## config.mk

```make
export PLATFORM = sky130hd
export DESIGN_NAME = lsu_sequencer_flat
export DESIGN_NICKNAME = d
export VERILOG_FILES = /design/src/rtl/lsu_pkg.sv /design/src/rtl/lsu_sequencer_if.sv /design/src/rtl/lsu_decode.sv /design/src/rtl/lsu_sequencer.sv /design/src/flat_wrapper.sv
export SDC_FILE = /design/constraint.sdc
export NUM_CORES = 1
export LEC_CHECK = 0
export ABC_AREA = 1
export CORE_AREA = 4 4 130 132
export DETAILED_ROUTE_END_ITERATION = 10
export DIE_AREA = 0 0 134 136
export GPL_TIMING_DRIVEN = 0
export PLACE_DENSITY_LB_ADDON = 0.3
export SYNTH_ARGS = -nofsm -noshare
export SYNTH_HDL_FRONTEND = slang
export SYNTH_HIERARCHICAL = 1
export SYNTH_SLANG_ARGS = --single-unit
export TNS_END_PERCENT = 10
```

## constraint.sdc

```tcl
create_clock -name clk -period 10.2 [get_ports clk]
set_input_delay 2.04 -clock clk [delete_from_list [all_inputs] [get_ports clk]]
set_output_delay 2.04 -clock clk [all_outputs]
set_load 0.02 [all_outputs]
```

## src/rtl/lsu_pkg.sv

```systemverilog
// Shared types and constants for the load/store sequencer and its funct3 decoder.
package lsu_pkg;

  typedef enum logic [1:0] {
    IDLE,
    REQ,
    WAIT,
    RELEASE
  } state_e;

  localparam logic [2:0] F3_B  = 3'b000;
  localparam logic [2:0] F3_H  = 3'b001;
  localparam logic [2:0] F3_W  = 3'b010;
  localparam logic [2:0] F3_BU = 3'b100;
  localparam logic [2:0] F3_HU = 3'b101;

  localparam logic [1:0] MEM_OP_BYTE = 2'b00;
  localparam logic [1:0] MEM_OP_HALF = 2'b01;
  localparam logic [1:0] MEM_OP_WORD = 2'b10;

  // Only the low address bits matter for natural alignment of byte/half/word.
  function automatic logic misaligned(input logic [1:0] op, input logic [1:0] addr_lo);
    return ((op == MEM_OP_HALF) && addr_lo[0]) ||
           ((op == MEM_OP_WORD) && (addr_lo != 2'b00));
  endfunction

endpackage

```

## src/rtl/lsu_sequencer_if.sv

```systemverilog
// Memory access unit bus: sequencer (master) drives the request, memory unit (slave) responds.
interface lsu_sequencer_if;
  logic        mem_available;
  logic        mem_is_write;
  logic        mem_is_unsigned;
  logic [1:0]  mem_op;
  logic [31:0] mem_addr;
  logic [31:0] mem_in;
  logic [31:0] mem_out;
  logic        mem_busy;
  logic        mem_fault;

  modport master (
    output mem_available, mem_is_write, mem_is_unsigned, mem_op, mem_addr, mem_in,
    input  mem_out, mem_busy, mem_fault
  );

  modport slave (
    input  mem_available, mem_is_write, mem_is_unsigned, mem_op, mem_addr, mem_in,
    output mem_out, mem_busy, mem_fault
  );
endinterface

```

## src/rtl/lsu_decode.sv

```systemverilog
// RV32I load/store funct3 decode into memory unit size/sign controls plus an illegal flag.
module lsu_decode
  import lsu_pkg::*;
(
  input  logic [2:0] funct3,
  input  logic       is_store,
  output logic [1:0] op,
  output logic       is_unsigned,
  output logic       illegal
);

  always_comb begin
    op          = MEM_OP_BYTE;
    is_unsigned = 1'b0;
    illegal     = 1'b0;
    case (funct3)
      F3_B:  op = MEM_OP_BYTE;
      F3_H:  op = MEM_OP_HALF;
      F3_W:  op = MEM_OP_WORD;
      // Unsigned variants exist for loads only.
      F3_BU: begin
        op          = MEM_OP_BYTE;
        is_unsigned = ~is_store;
        illegal     = is_store;
      end
      F3_HU: begin
        op          = MEM_OP_HALF;
        is_unsigned = ~is_store;
        illegal     = is_store;
      end
      default: illegal = 1'b1;
    endcase
  end

endmodule

```

## src/rtl/lsu_sequencer.sv

```systemverilog
// Load/store front end: effective address, funct3 decode, memory handshake, writeback result.
// Define LSU_PRECHECK_EN to reject misaligned accesses in IDLE without touching memory.
module lsu_sequencer
  import lsu_pkg::*;
#(
  parameter int unsigned IMM_W = 12
) (
  input  logic             clk,
  input  logic             reset,
  input  logic             start,
  input  logic             is_store,
  input  logic [2:0]       funct3,
  input  logic [31:0]      base,
  input  logic [IMM_W-1:0] offset,
  input  logic [31:0]      store_data,
  output logic             busy,
  output logic             done,
  output logic [31:0]      load_data,
  output logic             exc_illegal,
  output logic             exc_misaligned,
  output logic [31:0]      exc_addr,
  lsu_sequencer_if.master  mem
);

  state_e      state_q;
  logic [31:0] addr_q, data_q, load_q, exc_addr_q;
  logic [1:0]  op_q;
  logic        store_q, uns_q, done_q, exc_ill_q, exc_mis_q;

  logic [1:0]  dec_op;
  logic        dec_uns, dec_illegal, pre_misaligned;
  logic [31:0] ea;

  lsu_decode u_decode (
    .funct3      (funct3),
    .is_store    (is_store),
    .op          (dec_op),
    .is_unsigned (dec_uns),
    .illegal     (dec_illegal)
  );

  assign ea = base + {{(32 - IMM_W){offset[IMM_W-1]}}, offset};

`ifdef LSU_PRECHECK_EN
  assign pre_misaligned = misaligned(dec_op, ea[1:0]);
`else
  assign pre_misaligned = 1'b0;
`endif

  always_ff @(posedge clk or posedge reset) begin
    if (reset) begin
      state_q    <= IDLE;
      addr_q     <= '0;
      data_q     <= '0;
      load_q     <= '0;
      exc_addr_q <= '0;
      op_q       <= MEM_OP_BYTE;
      store_q    <= 1'b0;
      uns_q      <= 1'b0;
      done_q     <= 1'b0;
      exc_ill_q  <= 1'b0;
      exc_mis_q  <= 1'b0;
    end else begin
      done_q <= 1'b0;
      case (state_q)
        IDLE: begin
          if (start) begin
            addr_q  <= ea;
            data_q  <= store_data;
            store_q <= is_store;
            op_q    <= dec_op;
            uns_q   <= dec_uns;
            // Rejected requests complete immediately and never raise mem_available.
            if (dec_illegal || pre_misaligned) begin
              done_q     <= 1'b1;
              exc_ill_q  <= dec_illegal;
              exc_mis_q  <= ~dec_illegal;
              exc_addr_q <= ea;
            end else begin
              state_q <= REQ;
            end
          end
        end
        REQ: state_q <= WAIT;
        WAIT: begin
          if (mem.mem_fault || !mem.mem_busy) begin
            done_q     <= 1'b1;
            exc_ill_q  <= 1'b0;
            exc_mis_q  <= mem.mem_fault;
            exc_addr_q <= addr_q;
            if (!mem.mem_fault && !store_q) load_q <= mem.mem_out;
            state_q <= RELEASE;
          end
        end
        RELEASE: begin
          if (!mem.mem_busy) state_q <= IDLE;
        end
        default: state_q <= IDLE;
      endcase
    end
  end

  assign busy           = (state_q != IDLE);
  assign done           = done_q;
  assign load_data      = load_q;
  assign exc_illegal    = exc_ill_q;
  assign exc_misaligned = exc_mis_q;
  assign exc_addr       = exc_addr_q;

  assign mem.mem_available   = (state_q == REQ) || (state_q == WAIT);
  assign mem.mem_is_write    = store_q;
  assign mem.mem_is_unsigned = uns_q;
  assign mem.mem_op          = op_q;
  assign mem.mem_addr        = addr_q;
  assign mem.mem_in          = data_q;

endmodule

```

## src/flat_wrapper.sv

```systemverilog
// flat-port wrapper written by rule: the top's interface ports become plain ports
module lsu_sequencer_flat import lsu_pkg::*;
#(
  parameter int unsigned IMM_W = 12
)
  (clk, reset, start, is_store, funct3, base, offset, store_data, busy, done, load_data, exc_illegal, exc_misaligned, exc_addr, mem_mem_available, mem_mem_is_write, mem_mem_is_unsigned, mem_mem_op, mem_mem_addr, mem_mem_in, mem_mem_out, mem_mem_busy, mem_mem_fault);
  lsu_sequencer_if mem_i ();
  input  logic clk;
  input  logic reset;
  input  logic start;
  input  logic is_store;
  input  logic [2:0] funct3;
  input  logic [31:0] base;
  input  logic [IMM_W-1:0] offset;
  input  logic [31:0] store_data;
  output logic busy;
  output logic done;
  output logic [31:0] load_data;
  output logic exc_illegal;
  output logic exc_misaligned;
  output logic [31:0] exc_addr;
  output wire logic [$bits(mem_i.mem_available)-1:0] mem_mem_available;
  output wire logic [$bits(mem_i.mem_is_write)-1:0] mem_mem_is_write;
  output wire logic [$bits(mem_i.mem_is_unsigned)-1:0] mem_mem_is_unsigned;
  output wire logic [$bits(mem_i.mem_op)-1:0] mem_mem_op;
  output wire logic [$bits(mem_i.mem_addr)-1:0] mem_mem_addr;
  output wire logic [$bits(mem_i.mem_in)-1:0] mem_mem_in;
  input wire logic [$bits(mem_i.mem_out)-1:0] mem_mem_out;
  input wire logic [$bits(mem_i.mem_busy)-1:0] mem_mem_busy;
  input wire logic [$bits(mem_i.mem_fault)-1:0] mem_mem_fault;
  assign mem_mem_available = mem_i.mem_available;
  assign mem_mem_is_write = mem_i.mem_is_write;
  assign mem_mem_is_unsigned = mem_i.mem_is_unsigned;
  assign mem_mem_op = mem_i.mem_op;
  assign mem_mem_addr = mem_i.mem_addr;
  assign mem_mem_in = mem_i.mem_in;
  assign mem_i.mem_out = mem_mem_out;
  assign mem_i.mem_busy = mem_mem_busy;
  assign mem_i.mem_fault = mem_mem_fault;
  lsu_sequencer #(.IMM_W(IMM_W)) u_core (.clk(clk), .reset(reset), .start(start), .is_store(is_store), .funct3(funct3), .base(base), .offset(offset), .store_data(store_data), .busy(busy), .done(done), .load_data(load_data), .exc_illegal(exc_illegal), .exc_misaligned(exc_misaligned), .exc_addr(exc_addr), .mem(mem_i));
endmodule
```

==> results.txt, run 1 <==
----------------------------------------------------
[Final layout]
  Number of antenna cells inserted ... 0
  Net count reported at finish ... roughly 1400
  Final Util ... 0.711
  Layout cell share with drive strength beyond 1 ... 0.0760
  Layout Area Growth over Synthesis ... 45.0%

[Timing]
  Clock period minus final worst setup slack ... 4.33 ns
  Crit share post-route ... 0.424
  Normalized max-slew margin ... 0.403
  Final setup vio count ... 0
  Worst slew pin tran ... 0.892 ns
  Final-report max-slew violation count ... 0
  Final-report hold violation count ... 0
  Setup repair after global routing missed its margin ... false
  Setup_tns ... 0 ns
  Highest clock rate ... roughly 230 MHz
  Worst clock skew ... about 0.0079 ns

[Synth]
  XOR/XNOR share of the synthesized area ... 0.0171
  Cell count after synthesis ... approximately 1000
  Sequential fraction of the synthesis area ... 0.445
  Multiplexer share of the synthesized area ... 0.0468
  Count of unique library cells instantiated by Yosys ... 33
  EDFF count, synth ... 0
  Average cell area after synthesis ... ~7.7 sq um
  Synth Cell Area ... 7700 sq um
  Asr flop ratio synth ... 1.00
  #FFs+latches synth ... 137
  Synthesized-area fraction occupied by ao, oa, aoi and oai cells ... 0.0676
  Synth Warn # ... 6
  Primary flip-flop cell chosen by synthesis mapping ... sky130_fd_sc_hd__dfrtp_1
  Main combinational cell family by area after synthesis ... simple AND/OR/NAND/NOR gates
  Post-synthesis share of cell area spent on and, or, nand and nor gates ... 0.287
  Fraction of the mapped netlist area in adder cells ... 0.0578
  Net Count, Synth ... between 1000 and 1500

[Worst hold path]
  Depth of the worst hold-timing path ... 2
  Worst Hold Path EP ... u_core/mem.mem_op[0]
  Worst min-delay path class ... register to register
  Start point of the worst hold path ... u_core/mem.mem_op[0]

[Routing]
  Per-cell routed wire length ... between 15 and 20 um
  Number of design rule violations left after detail routing ... 0
  DR vias ... 7569
  Post-route antenna net violation count ... 0
  Average vias per placed instance ... ~5.0
  Total routed wirelength ... ~23000 um
  Initial DRC count ... approximately 560
  Drt first pass iters ... 5

[Floorplanning]
  Floorplan row count ... 46
  Area inside the core boundary ... around 16000 sq um
  Starting Density ... 0.490
  Full die area ... about 18000 sq um
  Width of the die ... between 100 and 150 um
  Die span in y ... 136 um
  Boundary Pins ... 254

[Clock tree]
  Inserted Clock Buffers ... 17
  Count of buffers added by post-CTS timing repair for setup ... 0
  Resized Gates After CTS ... 0
  Clk pin slew, worst setup/hold paths ... about 0.06 ns
  Clock tree from TritonCTS ... done
  Level count of the clock H-tree ... 4
  Number of clock sinks seen by CTS ... between 100 and 150
  Clock root buffer master ... sky130_fd_sc_hd__clkbuf_16
  Number of hold-repair buffers added at the cts stage ... 0
  Largest buffer count on any clock path ... 2
  Clock insertion delay at the later pin of the skew report ... roughly 0.42 ns

[Power and ir drop]
  Overall power of the completed layout ... roughly 3.3 mW
  Power Density ... 296 nW/um^2
  Worst vdd rail ir drop ... 0.214 mV
  P_leak ... roughly 5.7 nW

[Worst setup path]
  Critical path data required time ... between 10 and 15 ns
  Worst Setup End Kind ... register
  Worst R2R Start ... u_core/state_q[0]
  Worst path slowest cell ... sky130_fd_sc_hd__clkdlybuf4s50_1
  Destination of the worst register-to-register timing path ... u_core/mem.mem_addr[23]
  Number of cells on the worst reg-to-reg path ... 7
  Kind of start point of the critical path ... input port
  Worst setup path startpoint ... offset[11]
  Max stage delay on crit path ... roughly 0.9 ns
  Buffering stage count on the worst path with inverters included ... 3
  Data arrival, critical path ... between 4 and 5 ns
  Worst-path cell chain ... clkdlybuf4s50_1 > ha_1 > nand2_1 > inv_1 > nand2_1 > inv_1 > a21oi_1 > nand2_2 > xnor2_1 > o21ai_1
  Cell type group with the largest total delay on the critical path ... buffers and inverters
  Kind of critical path ... input port to register
  Worst Path Max Fanout ... 21
  Minimum setup slack among reg-to-reg paths ... 8.21 ns

[Run status]
  Run status ... complete, no violations

[Global route]
  GRT Overall Usage ... 0.254
  Vias in the first global route ... 7413
  First-pass GRT wire length ... 36700 um
  Number of antenna violations at the first check in global routing ... 0
  Maximum number of pins on one net before global-route repair ... 76
  Global-route congestion overflow total ... 0

[Placement]
  Hpwl dp ... approximately 18000 um
  Buffers added on ports ... ~250
  Final weighted congestion in routability-driven placement ... slightly above 0.9

[Flow run]
  Number of max-cap violations ... 0

----------------------------------------------------
[through the flow]
step	std cells	instance area, sq um	hold slack, ns	worst slack (ns)
after floorplan	1004	7700	0.532	4.49
after global placement	1473	10500	0.461	2.60
after detailed placement	1474	10500	0.464	5.50
after CTS	1506	11200	0.480	5.94
after global routing	1506	11200	0.502	5.68
final	1506	11200	0.475	5.87
[metal layers]
metal | track usage | vias to the layer above | share of wire
li1 | - | 3726 | -
met5 | 0 | - | 0
met4 | 0.0811 | 0 | 0.023
met3 | 0.0637 | 30 | 0.083
met2 | 0.430 | 324 | 0.47
met1 | 0.323 | 3489 | 0.42
[registers in the layout (all words and copies together), names as in the netlist, 2 cells and up]
register and count:
u_core/state_q 2, u_core/mem.mem_addr 32, u_core/load_data 32, u_core/mem.mem_op 2, u_core/mem.mem_in 32, u_core/exc_addr 32
[worst max-delay path by stage]
stage / to / slack [ns] / cells past startpoint
floorplan: u_core/done / 4.49 / 1
detailed placement: u_core/exc_addr[24] / 5.50 / 11
global placement: u_core/exc_addr[5] / 2.60 / 2
CTS: u_core/exc_addr[24] / 5.94 / 11
global route: u_core/mem.mem_addr[27] / 5.68 / 12
finish: u_core/exc_addr[15] / 5.87 / 10
[power breakdown]
group	switching [mW]	internal [mW]	leakage [nW]	total (mW)
sequential	0.165	0.811	1.69	0.976
combinational	0.915	0.762	3.70	1.68
clock	0.237	0.417	0.303	0.654
total	1.32	1.99	5.69	3.31
[worst reg2reg max path: stages, from the launching register on]
cell	delay (ns)
sky130_fd_sc_hd__dfrtp_1	0.38
sky130_fd_sc_hd__inv_1	0.10
sky130_fd_sc_hd__ha_1	0.28
sky130_fd_sc_hd__nand2_1	0.37
sky130_fd_sc_hd__inv_2	0.33
sky130_fd_sc_hd__buf_2	0.28
sky130_fd_sc_hd__nand3_1	0.13
sky130_fd_sc_hd__nand2_1	0.08
[synth_stat cells (all sizes together), types with 5 or more instances]
cell type,count,share of area
a22oi,27,0.026
clkbuf,8,0.0039
nor2,47,0.024
dfrtp,137,0.44
buf,17,0.013
xnor2,12,0.014
nand2,425,0.21
nand3,64,0.043
a21oi,25,0.016
nor3,5,0.0032
o21ai,24,0.016
ha,34,0.055
inv,126,0.062
nand3b,5,0.0049
mux2,32,0.047
[kinds of logic after synthesis]
| logic type | Yosys count |
|---|---|
| buffers and inverters | 151 |
| DFF | 137 |
| muxes | 32 |
| xor gates and xnor gates | 15 |
| AOI/OAI and AO/OA | 85 |
| and+or+nand+nor | 549 |
| adders and majority gates | 35 |
[placed cells by master (no fill, tap or decap), types with 14 or more instances in the layout]
master and n:
sky130_fd_sc_hd__nand2_1 420, sky130_fd_sc_hd__clkdlybuf4s50_1 253, sky130_fd_sc_hd__dfrtp_1 137, sky130_fd_sc_hd__inv_1 120, sky130_fd_sc_hd__nand3_1 62, sky130_fd_sc_hd__nor2_1 46
sky130_fd_sc_hd__ha_1 34, sky130_fd_sc_hd__mux2_2 32, sky130_fd_sc_hd__a22oi_1 27, sky130_fd_sc_hd__a21oi_1 25, sky130_fd_sc_hd__clkbuf_16 17, sky130_fd_sc_hd__buf_2 14
[area by class of cell]
type | count | area, sq um
buffer | 25 | 130
clock buffer | 18 | 439
clock inverter | 14 | 193
fill | 1232 | 4540
inverter | 126 | 480
multi-input combinational | 716 | 3670
sequential | 137 | 3430
tap | 216 | 270
timing repair buffer | 254 | 2560
Note: power is estimated with default switching activity, not from simulation.
==> inputs of run 2 (changes only) <==
CORE_AREA = 4 4 141 143   (was 4 4 130 132)
DIE_AREA = 0 0 145 147   (was 0 0 134 136)
clock period = 3.63 ns   (was 10.2 ns; I/O delays follow)
==> results.txt, run 2 (synthesis results as in run 1) <==
----------------------------------------------------
[Run status]
  Run status ... complete, no violations

[Floorplanning]
  Starting Density ... 0.415 (-0.0757)
  Die span in y ... 147 um (+8.1%)
  Floorplan row count ... 50 (+8.7%)
  Full die area ... 21300 sq um (+17%)
  Area inside the core boundary ... 18600 sq um (+18%)
  Width of the die ... 145 um (+8.2%)
  Boundary Pins ... 254 (unchanged)

[Flow run]
  Number of max-cap violations ... 0 (unchanged)

[Worst setup path]
  Data arrival, critical path ... 3.40 ns (-1.20 ns)
  Max stage delay on crit path ... 0.90 ns (+0.02 ns)
  Critical path data required time ... 3.93 ns (-6.55 ns)
  Worst path slowest cell ... sky130_fd_sc_hd__clkdlybuf4s50_1
  Kind of critical path ... input port to register
  Worst-path cell chain ... clkdlybuf4s50_1 > ha_1 > nand2_1 > inv_1 > a21oi_1 > nand3_1 > nand2_1 > nand3_1 > nand3_1 > nand2_1
  Kind of start point of the critical path ... input port
  Worst Path Max Fanout ... 21 (unchanged)
  Worst Setup End Kind ... register
  Number of cells on the worst reg-to-reg path ... 7 (unchanged)

[Global route]
  GRT Overall Usage ... 0.218 (-0.0368)
  Global-route congestion overflow total ... 0 (unchanged)
  Vias in the first global route ... 7309 (-1.4%)
  First-pass GRT wire length ... 37800 um (+3.2%)
  Maximum number of pins on one net before global-route repair ... 34 (-55%)
  Number of antenna violations at the first check in global routing ... 0 (unchanged)

[Clock tree]
  Inserted Clock Buffers ... 17 (unchanged)
  Largest buffer count on any clock path ... 2 (unchanged)
  Number of hold-repair buffers added at the cts stage ... 0 (unchanged)
  Count of buffers added by post-CTS timing repair for setup ... 0 (unchanged)
  Clk pin slew, worst setup/hold paths ... 0.07 ns (about the same)
  Level count of the clock H-tree ... 4 (unchanged)
  Resized Gates After CTS ... 0 (unchanged)
  Clock tree from TritonCTS ... done
  Clock root buffer master ... sky130_fd_sc_hd__clkbuf_16
  Number of clock sinks seen by CTS ... 137 (unchanged)
  Clock insertion delay at the later pin of the skew report ... 0.41 ns (about the same)

[Final layout]
  Commonest non-fill, non-tap cell in the layout ... sky130_fd_sc_hd__nand2_1
  Net count reported at finish ... 1432 (+0.21%)
  Most frequent cells in the layout ... sky130_fd_sc_hd__nand2_1 (420), sky130_fd_sc_hd__clkdlybuf4s50_1 (253), sky130_fd_sc_hd__dfrtp_1 (137), sky130_fd_sc_hd__inv_1 (120), sky130_fd_sc_hd__nand3_1 (62)
  Number of antenna cells inserted ... 0 (unchanged)
  Layout Area Growth over Synthesis ... 45.8%
  Final instance area ... 11200 sq um (+0.58%)
  Layout cell share with drive strength beyond 1 ... 0.0781 (+0.00214)

[Routing]
  Total routed wirelength ... 23300 um (+0.32%)
  DR vias ... 7420 (-2.0%)
  Number of design rule violations left after detail routing ... 0 (unchanged)
  Post-route antenna net violation count ... 0 (unchanged)
  Average vias per placed instance ... 4.86 (-3.3%)
  Drt first pass iters ... 5 (unchanged)
  Per-cell routed wire length ... 15.3 um (-1.1%)
  Initial DRC count ... 431 (-23%)

[Timing]
  Setup_tns ... 0 ns (unchanged)
  Clock period minus final worst setup slack ... a little over 3 ns
  Crit share post-route ... 0.853
  Worst slew pin tran ... 0.923 ns (+0.0304 ns)
  Worst clock skew ... 0.0101 ns (+0.00227 ns)
  Normalized max-slew margin ... 0.383 (-0.0203)
  Setup repair after global routing missed its margin ... false
  Highest clock rate ... 323 MHz
  Final setup vio count ... 0 (unchanged)
  Final-report hold violation count ... 0 (unchanged)
  Final-report max-slew violation count ... 0 (unchanged)

[Worst hold path]
  Worst min-delay path class ... register to register
  Depth of the worst hold-timing path ... 2 (unchanged)

[Placement]
  Final weighted congestion in routability-driven placement ... 0.903 (-2.0%)
  Hpwl dp ... 18400 um (+2.8%)
  Buffers added on ports ... 253 (unchanged)
  Post-detailed-placement cell area ... 10600 sq um (+0.70%)

[Power and ir drop]
  Overall power of the completed layout ... 9.26 mW (+180%)
  P_leak ... 5.70 nW (+0.17%)
  Power Density ... 824 nW/um^2 (+180%)
  Worst vdd rail ir drop ... 0.529 mV (+150%)

----------------------------------------------------
run 2: cell count changes in the layout (fill, tap and decap cells not counted):
| cell | previous run | this run |
|---|---|---|
| sky130_fd_sc_hd__bufinv_16 | 4 | 3 |
| sky130_fd_sc_hd__buf_12 | 0 | 4 |
| sky130_fd_sc_hd__clkinvlp_4 | 3 | 5 |
| sky130_fd_sc_hd__inv_8 | 0 | 1 |
| sky130_fd_sc_hd__inv_6 | 4 | 5 |
| sky130_fd_sc_hd__buf_16 | 1 | 0 |
| sky130_fd_sc_hd__clkinv_2 | 3 | 0 |
run 2: metrics by stage:
stage	hold WS, ns	util	cells	worst slack, ns
floorplan	0.532	-	1004	1.20
global placement	0.461	0.567	1491	-0.0838
detailed placement	0.464	0.571	1495	0.180
CTS	0.481	0.605	1527	0.590
global route	0.496	0.605	1527	0.339
finish	0.476	0.605	1527	0.533
run 2: path summary, 6_finish.rpt:
path | startpoint | end | slack (ns)
setup reg to reg | u_core/state_q[0] | u_core/mem.mem_addr[25] | 1.60
hold / removal | u_core/mem.mem_in[11] | u_core/mem.mem_in[11] | 0.48
hold reg to reg | u_core/mem.mem_in[11] | u_core/mem.mem_in[11] | 0.48
min in group asynchronous | reset | u_core/load_data[14] | 0.66
setup / recovery | offset[11] | u_core/mem.mem_addr[28] | 0.53
max in group asynchronous | reset | u_core/mem.mem_addr[8] | 2.01
run 2: worst max-delay path: cells and delay by family:
family                     cells  cell delay [ns]
buffers and inverters          2             0.95
adders and majority gates      1             0.62
and+or+nand+nor                6             0.82
AOI/OAI and AO/OA              1             0.25
run 2: power breakdown:
group	internal (mW)	switching [mW]
Sequential	2.28	0.469
Combinational	2.14	2.54
Clock	1.12	0.710
run 2: final cells by class:
type	instances	area (sq um)
plain buffers	25	130
clock buffers	18	439
clock inverters	14	184
fillers	1682	7340
inverters	126	479
multi-input cells	716	3670
flip-flops and latches	137	3430
well taps	234	293
repair buffers	257	2610
run 2: layer usage:
metal | up-vias | wire [um] | share of wire | global-route usage
met2 | 267 | 10800 | 0.46 | 0.358
met1 | 3415 | 10600 | 0.45 | 0.290
li1 | 3720 | - | - | -
met5 | - | 0 | 0 | 0
met3 | 18 | 1720 | 0.074 | 0.0617
met4 | 0 | 239 | 0.010 | 0.0456
